File: src/rtl/multicycle_ctrl.sv
// Multicycle core control FSM. It sequences fetch, decode, execute, the
// data-memory access, writeback, traps and halt. It generates the memory
// requests, the register-load enables and PC select, and counts retired
// instructions.
module multicycle_ctrl #(
  parameter int MEM_TIMEOUT    = 16,
  parameter bit HALT_ON_EBREAK = 1'b1
) (
  input  logic        clk,
  input  logic        rst_n,
  input  logic        reg_write,
  input  logic        mem_read,
  input  logic        mem_write,
  input  logic        branch,
  input  logic        jump,
  input  logic        is_ecall,
  input  logic        is_ebreak,
  input  logic        csr_write,
  input  logic        illegal,
  input  logic        branch_taken,
  input  logic        imem_ready,
  input  logic        dmem_ready,
  input  logic        trap_ack,
  output logic        imem_req,
  output logic        dmem_req,
  output logic        dmem_we,
  output logic        ir_en,
  output logic        pc_en,
  output logic        rf_we,
  output logic        csr_we,
  output logic [1:0]  pc_sel,
  output logic        trap_valid,
  output logic [3:0]  trap_cause,
  output logic        halted,
  output logic [31:0] instret
);

  typedef enum logic [2:0] {
    FETCH, DECODE, EXEC, MEM, WB, TRAP, HALT
  } state_t;

  localparam logic [1:0] PC_SEQ    = 2'b00;
  localparam logic [1:0] PC_TARGET = 2'b01;
  localparam logic [1:0] PC_TRAP   = 2'b10;

  localparam logic [3:0] CAUSE_ILLEGAL = 4'd2;
  localparam logic [3:0] CAUSE_EBREAK  = 4'd3;
  localparam logic [3:0] CAUSE_LD_FLT  = 4'd5;
  localparam logic [3:0] CAUSE_ST_FLT  = 4'd7;
  localparam logic [3:0] CAUSE_ECALL   = 4'd11;

  localparam logic [5:0] TIMEOUT = 6'(MEM_TIMEOUT);

  state_t      state, state_nxt;
  logic [4:0]  wait_cnt, wait_cnt_nxt;
  logic        jump_q, jump_nxt;
  logic [3:0]  cause_q, cause_nxt;
  logic        mem_expire;

  // The MEM access times out when this cycle's increment would reach the limit.
  assign mem_expire = (({1'b0, wait_cnt} + 6'd1) == TIMEOUT);

  // State, wait counter, jump flag, trap cause and retired-instruction count.
  always_ff @(posedge clk or negedge rst_n) begin
    if (!rst_n) begin
      state    <= FETCH;
      wait_cnt <= '0;
      jump_q   <= 1'b0;
      cause_q  <= '0;
      instret  <= '0;
    end else begin
      state    <= state_nxt;
      wait_cnt <= wait_cnt_nxt;
      jump_q   <= jump_nxt;
      cause_q  <= cause_nxt;
      if (pc_en && (state != TRAP))
        instret <= instret + 32'd1;
    end
  end

  // Next-state and output decode. rst_n gates every output, so requests and
  // write enables drop as soon as reset is asserted, even in the middle of
  // an access or a trap.
  always_comb begin
    state_nxt    = state;
    wait_cnt_nxt = wait_cnt;
    jump_nxt     = jump_q;
    cause_nxt    = cause_q;
    imem_req     = 1'b0;
    dmem_req     = 1'b0;
    dmem_we      = 1'b0;
    ir_en        = 1'b0;
    pc_en        = 1'b0;
    rf_we        = 1'b0;
    csr_we       = 1'b0;
    pc_sel       = PC_SEQ;
    trap_valid   = 1'b0;
    trap_cause   = '0;
    halted       = 1'b0;
    if (rst_n) begin
      case (state)
        FETCH: begin
          imem_req = 1'b1;
          if (imem_ready) begin
            ir_en     = 1'b1;
            state_nxt = DECODE;
          end
        end
        DECODE: begin
          if (illegal) begin
            cause_nxt = CAUSE_ILLEGAL;
            state_nxt = TRAP;
          end else if (is_ecall) begin
            cause_nxt = CAUSE_ECALL;
            state_nxt = TRAP;
          end else if (is_ebreak) begin
            if (HALT_ON_EBREAK) begin
              state_nxt = HALT;
            end else begin
              cause_nxt = CAUSE_EBREAK;
              state_nxt = TRAP;
            end
          end else begin
            state_nxt = EXEC;
          end
        end
        EXEC: begin
          jump_nxt = 1'b0;
          if (mem_read || mem_write) begin
            wait_cnt_nxt = '0;
            state_nxt    = MEM;
          end else if (branch) begin
            pc_en     = 1'b1;
            pc_sel    = branch_taken ? PC_TARGET : PC_SEQ;
            state_nxt = FETCH;
          end else begin
            jump_nxt  = jump;
            state_nxt = WB;
          end
        end
        MEM: begin
          dmem_req = 1'b1;
          dmem_we  = mem_write;
          if (dmem_ready) begin
            if (mem_write) begin
              pc_en     = 1'b1;
              state_nxt = FETCH;
            end else begin
              state_nxt = WB;
            end
          end else begin
            wait_cnt_nxt = wait_cnt + 5'd1;
            if (mem_expire) begin
              cause_nxt = mem_write ? CAUSE_ST_FLT : CAUSE_LD_FLT;
              state_nxt = TRAP;
            end
          end
        end
        WB: begin
          rf_we     = reg_write;
          csr_we    = csr_write;
          pc_en     = 1'b1;
          pc_sel    = jump_q ? PC_TARGET : PC_SEQ;
          jump_nxt  = 1'b0;
          state_nxt = FETCH;
        end
        TRAP: begin
          trap_valid = 1'b1;
          trap_cause = cause_q;
          if (trap_ack) begin
            pc_en     = 1'b1;
            pc_sel    = PC_TRAP;
            state_nxt = FETCH;
          end
        end
        HALT: begin
          halted = 1'b1;
        end
        default: state_nxt = FETCH;
      endcase
    end
  end

endmodule

File: config.mk
export PLATFORM = sky130hd
export DESIGN_NAME = multicycle_ctrl
export DESIGN_NICKNAME = d
export VERILOG_FILES = /design/src/rtl/multicycle_ctrl.sv
export SDC_FILE = /design/constraint.sdc
export NUM_CORES = 1
export LEC_CHECK = 0
export ABC_AREA = 1
export ABC_CLOCK_PERIOD_IN_PS = 1900
export CAP_MARGIN = 25
export CORE_MARGIN = 2
export CORE_UTILIZATION = 35
export DETAILED_ROUTE_END_ITERATION = 6
export GPL_ROUTABILITY_DRIVEN = 0
export PLACE_DENSITY = 0.62
export SLEW_MARGIN = 10
export SYNTH_ARGS = -nofsm -noshare
export SYNTH_HDL_FRONTEND = slang
export SYNTH_SLANG_ARGS = --single-unit
File: constraint.sdc
create_clock -name clk -period 1.9 [get_ports clk]
set_clock_uncertainty 0.2 [all_clocks]
set_input_delay 0.19 -clock clk [delete_from_list [all_inputs] [get_ports clk]]
set_output_delay 0.19 -clock clk [all_outputs]
set_load 0.005 [all_outputs]
# Word-level counts from Yosys, hierarchy flattened
# Cells that the tools add are included.
[word_totals]
word_cells = 90
output_inout_bits = 47
inputBits = 15
regBits = 45
[classes]
add_sub_neg = 3
mux = 56
reduce_logical = 10
bitwise_logic = 1
eq_ne = 15
[ops]
columns = ["cell", "n"]
rows = [
  ["adder 32 x 1 -> 32 bit (second input constant)", 1],
  ["2-to-1 mux 3 bit", 10],
  ["2-to-1 mux 1 bit", 29],
  ["2-to-1 mux 4 bit", 6],
  ["case mux 3 bit (6 select lines)", 1],
  ["2-to-1 mux 5 bit", 2],
  ["!= test 2 bit (second input constant)", 5],
  ["case mux 5 bit (2 select lines)", 1],
  ["AND reduction 5 bit", 2],
  ["equality test 3 bit (second input constant)", 3],
  ["!= test 3 bit (second input constant)", 3],
  ["case mux 4 bit (2 select lines)", 1],
  ["adder 5 x 1 -> 6 bit (second input constant)", 1],
  ["equality test 3 x 2 -> 1 bit (second input constant)", 2],
  ["equality test 6 x 5 -> 1 bit (second input constant)", 1],
  ["2-to-1 mux 2 bit", 3],
  ["case mux 2 bit (3 select lines)", 1],
  ["nonzero test 2 bit", 3],
  ["adder 5 x 1 -> 5 bit (second input constant)", 1],
  ["case mux 1 bit (4 select lines)", 1],
  ["AND reduction 4 bit", 1],
  ["equality test 3 x 1 -> 1 bit (second input constant)", 1],
  ["logical NOT 3 bit", 1],
  ["case mux 1 bit (2 select lines)", 1],
  ["other kinds (4)", 4],
]

# Depth between registers and ports, before layout
[logic_depth]
depth_word = 5
mapped_depth = 10
ltp_nobuf = 10

# Worst setup path before layout
# No wires, ideal clock.
[synth_timing]
kind = "flip-flop to flip-flop"
start = "register instret[0]"
end = "register instret[28]"
path_buffers = 0
arrival_time_ps = 1500
path_stages_with_launch = 11
t_required_ps = 1584
slack_ps = 84
setup_time_ps = 116
period_less_slack_ps = 1816
cell_sequence = "dfrtp_1 ha_1 inv_1 nor2_1 inv_1 nor2_1 nand2_1 nand2_1 nand2_1 nand2_2 nand2_1"
[synth_via]
elab_chain_len = 1
[synth_rtl]
columns = ["item", "line_no", "text"]
rows = [
  ["start: declaration", "35", "output logic [31:0] instret"],
  ["start signal: assignment", "77", "instret <= instret + 32'd1;"],
  ["adder 32 x 1 -> 32 bit", "77", ""],
]
# Every way passes these cells.
# A chain may end at the register's enable or synchronous reset.

# Worst setup path in the final report
[layout_timing]
start = "register state[1]"
end = "output port pc_sel[0]"
[layout_via]
elab_chain_len = 3
word_cells_on_any_way = 5
cone_classes = "eq/ne (3); mux (2)"
[layout_rtl]
columns = ["item", "line_no", "text"]
rows = [
  ["start: declaration", "54", "state_t state, state_nxt;"],
  ["start signal: assignment", "72", "state <= state_nxt;"],
  ["equality test 3 bit / equality test 3 x 2 -> 1 bit (equally long branches)", "101", "case (state)"],
  ["case mux 2 bit (3 select lines) (*)", "101", ""],
  ["2-to-1 mux 2 bit (*)", "100", "if (rst_n) begin"],
  ["end: declaration", "31", "output logic [1:0] pc_sel,"],
]
# Mark *: on every way between the ends. The rest lies on a longest branch, timed or not.

==> impl.org <==
** Outcome
- Status :: complete, but fails checks
- The checks that failed: negative setup slack.

** STA
- Number of setup violations in the final report :: 26
- Shortest period the worst path allows :: 1.985 ns
- Number of max-slew violations in the final report :: 0
- Measured against its own limit, the worst slew margin works out to 0.5461.
- Final critical-path setup slack :: -0.08550 ns
- The final hold violation count was 0.
- Max Fclk :: 0.5037 GHz
- Setup TNS :: -0.5690 ns
- In the finished design, the share of the clock period the worst path needs comes to 1.045.
- Setup repair after global routing missed its margin :: true
- For the pin with the worst max-slew slack, the measured transition is 0.6785 ns.

** Clock tree
- At the later pin of the worst-skew pair, clock insertion delay measures 0.30 ns.
- After clock tree synthesis, the clock-pin slew on the worst setup and hold paths is 0.09 ns.
- For this design, the sink count on the clock tree is 45.
- The H-tree was split into 2 levels.
- The tree is rooted in a clkbuf_8.
- The clock passes through at most 2 buffers.
- Cts bufs inserted :: 5
- Clock tree from TritonCTS :: built

** Finish
- The number of antenna diodes in the final layout is 0.
- Share of post-route cells with drive strength above 1 :: 0.2747
- The count of cells in the finished layout, fillers not included, comes to 705.
- In the final design database the tool counted 613 nets.
- Compared with the post-synthesis result, the final layout area differs by 49.52%.
- Summing all non-filler instances in the final layout gives an area of 0.004700 mm².

** Floorplan
- Core outline area :: 0.008721 mm²
- Row count :: 34
- The floorplan step set the die height to 98.77 µm.
- The initial utilization of the core area, before any placement, comes to 0.3604.
- Horizontal extent of the die :: 98.77 µm
- Die Footprint :: 0.009755 mm²
- 62 I/O pins were placed.

** Pwr
- VDD sags by at most 541.1 µV.
- Pwr dens :: 832.7 mW/mm²
- Summed over all cells, the static leakage comes to 2.260 nW.
- Final total power :: 3.913 mW

** Global route
- Via count of the first global-routing pass :: 3179
- Global-route wire length before repair :: 14970 µm
- Global routing finished with a remaining overflow of 0.
- Entering global routing, the biggest net connects 20 pins.
- The number of antenna violations at the first check in global routing came to 0.
- Overall global routing resource usage :: 0.1879

** Yosys
- Average size of a mapped cell :: 6.659 µm²
- During synthesis, Yosys emitted a total of 0 warnings.
- Counting flops and latches in the post-synthesis netlist gives 45.
- Most area-hungry cell type in the Yosys netlist :: dfrtp_1
- Number of different library cells in the post-synthesis netlist :: 33
- Counting flops with an async set or reset pin after synthesis yields a share of 1.000.
- Part of the Yosys area used for sequential elements :: 0.3583
- Area share of the largest cell type after synthesis :: 0.3583
- Yosys mapped a number of flops with a built-in enable equal to 0.
- Synth Flop Type :: dfrtp_1
- Netlist Area Pre-Place :: 0.003143 mm²
- Counting every net in the synthesized netlist gives 489.
- Synthesis produced a netlist whose cell count is 472.
- Top post-synthesis cells by area :: dfrtp_1 (36%), nand2_1 (26%), nor2_1 (8.5%)

** Worst setup path
- The most critical setup path has its startpoint at state[1].
- STA puts the critical path data arrival time at 1.60 ns.
- Peak fanout along the critical path :: 4
- The startpoint identified for the worst register-to-register timing path is state[1].
- CP endpoint kind :: output pin
- The worst setup path is launched from a flip-flop.
- Start-to-end type of the worst setup path :: reg2out
- Required time of the worst setup path :: 1.51 ns

** Placed design
- Port Buf Inserts :: 61
- Counting tap cells, the placed design contains a total of 670 instances.
- Hpwl dp :: 6644 µm
- In this run the cell area measured after placement is 0.004138 mm².
- Minimum setup slack after placement :: -0.2331 ns

** Drt
- For this run, design rule violations remaining after detail routing come to 0.
- Vias after detailed routing :: 3426
- Detailed-route wire length per cell :: 13.86 µm
- Once detail routing completed, the nets flagged for antenna violations numbered 0.
- Routed vias/inst :: 4.860
- Number of optimization iterations in the first detailed-route pass :: 4
- Iter 0 DRT Violations :: 152
- Summed over all layers, the routed wires come to 9768 µm.

** Min path
- The tightest min-delay check is of the in2reg type.
- Beginning of the worst hold path :: rst_n

** Flow run
- The tool flagged a number of max-cap violations equal to 0.
-- placed cells by master, fill, tap and decap left out, drive strengths merged --
master	instances
a21oi	4
a32oi	1
o22ai	2
o211ai	2
o21ai	9
nand2	243
clkdlybuf4s15	4
nand4	2
clkbuf	15
xnor2	5
dlygate4sd3	3
nor3	3
clkdlybuf4s50	45
xor2	12
nor3b	1
inv	25
dlygate4sd2	3
ha	2
clkinv	3
dfrtp	45
buf	60
nor2	74
nand3b	15
nand3	19
-- per-stage QoR --
step | utilization | hold slack, ns
5_1_grt | 0.5389 | 0.2604
6_report | 0.5389 | 0.2309
2_1_floorplan | - | -0.3056
3_5_place_dp | 0.4745 | 0.03221
4_1_cts | 0.5057 | 0.2146
3_3_place_gp | 0.4745 | 0.03689
-- layer usage --
| layer | vias to the layer above | GRT usage | share of wire |
|---|---|---|---|
| li1 | 1723 | - | - |
| met5 | - | 0 | 0 |
| met4 | 0 | 0.04320 | 0.028 |
| met2 | 107 | 0.3306 | 0.49 |
| met3 | 24 | 0.04113 | 0.059 |
| met1 | 1572 | 0.2351 | 0.42 |
-- cell usage after synthesis, types with 2 or more instances --
| cell | instances |
|---|---|
| nor3_1 | 2 |
| xnor2_1 | 5 |
| o21ai_0 | 8 |
| buf_12 | 2 |
| nand2_1 | 217 |
| xor2_1 | 12 |
| inv_2 | 3 |
| nand2_2 | 25 |
| dfrtp_1 | 45 |
| inv_1 | 22 |
| o22ai_1 | 2 |
| nand3_1 | 16 |
| a21oi_1 | 4 |
| nand4_1 | 2 |
| nor2_1 | 71 |
| ha_1 | 2 |
| nand3_4 | 3 |
| buf_2 | 2 |
| nand3b_1 | 15 |
-- registers in the layout, indices dropped and copies added (netlist names) --
| signal | flops |
|---|---|
| cause_q | 4 |
| jump_q | 1 |
| state | 3 |
| wait_cnt | 5 |
| instret | 32 |
-- critical path, stage by stage (launching register included) --
cell     delay, ns
dfrtp_2       0.44
buf_6         0.14
buf_6         0.11
nand2_4       0.07
nor2_4        0.04
buf_6         0.11
a32oi_2       0.18
nor2_1        0.07
buf_2         0.14
-- cell families (layout without fill, tap and decap cells) --
family / after synthesis / in the layout / share of synthesized area
AOI/OAI and AO/OA: 18 / 18 / 0.03384
xor gates and xnor gates: 17 / 17 / 0.04737
adders and majority gates: 2 / 2 / 0.007961
buffers and inverters: 33 / 158 / 0.05255
DFF: 45 / 45 / 0.3583
and+or+nand+nor: 357 / 357 / 0.5000
-- area by class of cell --
cell class / count / area, µm²
Clock buffer: 6 / 72.57
Clock inverter: 2 / 10.01
Fill cell: 848 / 4021
Inverter: 26 / 105.1
Multi-Input combinational cell: 394 / 2033
Timing Repair Buffer: 124 / 1215
Tap cell: 108 / 135.1
Sequential cell: 45 / 1129
-- what timing repair did --
action	4_1_cts	5_1_grt
setup buffers	16	2
hold buffers	3	0
resized for setup	45	66
endpoints found under the setup margin	20	55
pin swaps	5	34
gates cloned	1	5
hold endpoints to repair	32	0
-- report_power, final --
part	internal [mW]	switching, mW
clock network	0.256	0.342
logic	1.03	1.01
registers	1.12	0.153
total	2.40	1.51
-- worst paths after layout --
kind	to	slack (ns)	cells past startpoint
max	pc_sel[0]	-0.09	8
min	jump_q	0.23	4
max reg2reg	instret[2]	-0.03	11
min reg2reg	cause_q[0]	0.28	2
max in group asynchronous	state[1]	0.53	3
min in group asynchronous	instret[31]	0.24	3
Note: power is estimated with default switching activity, not from simulation.
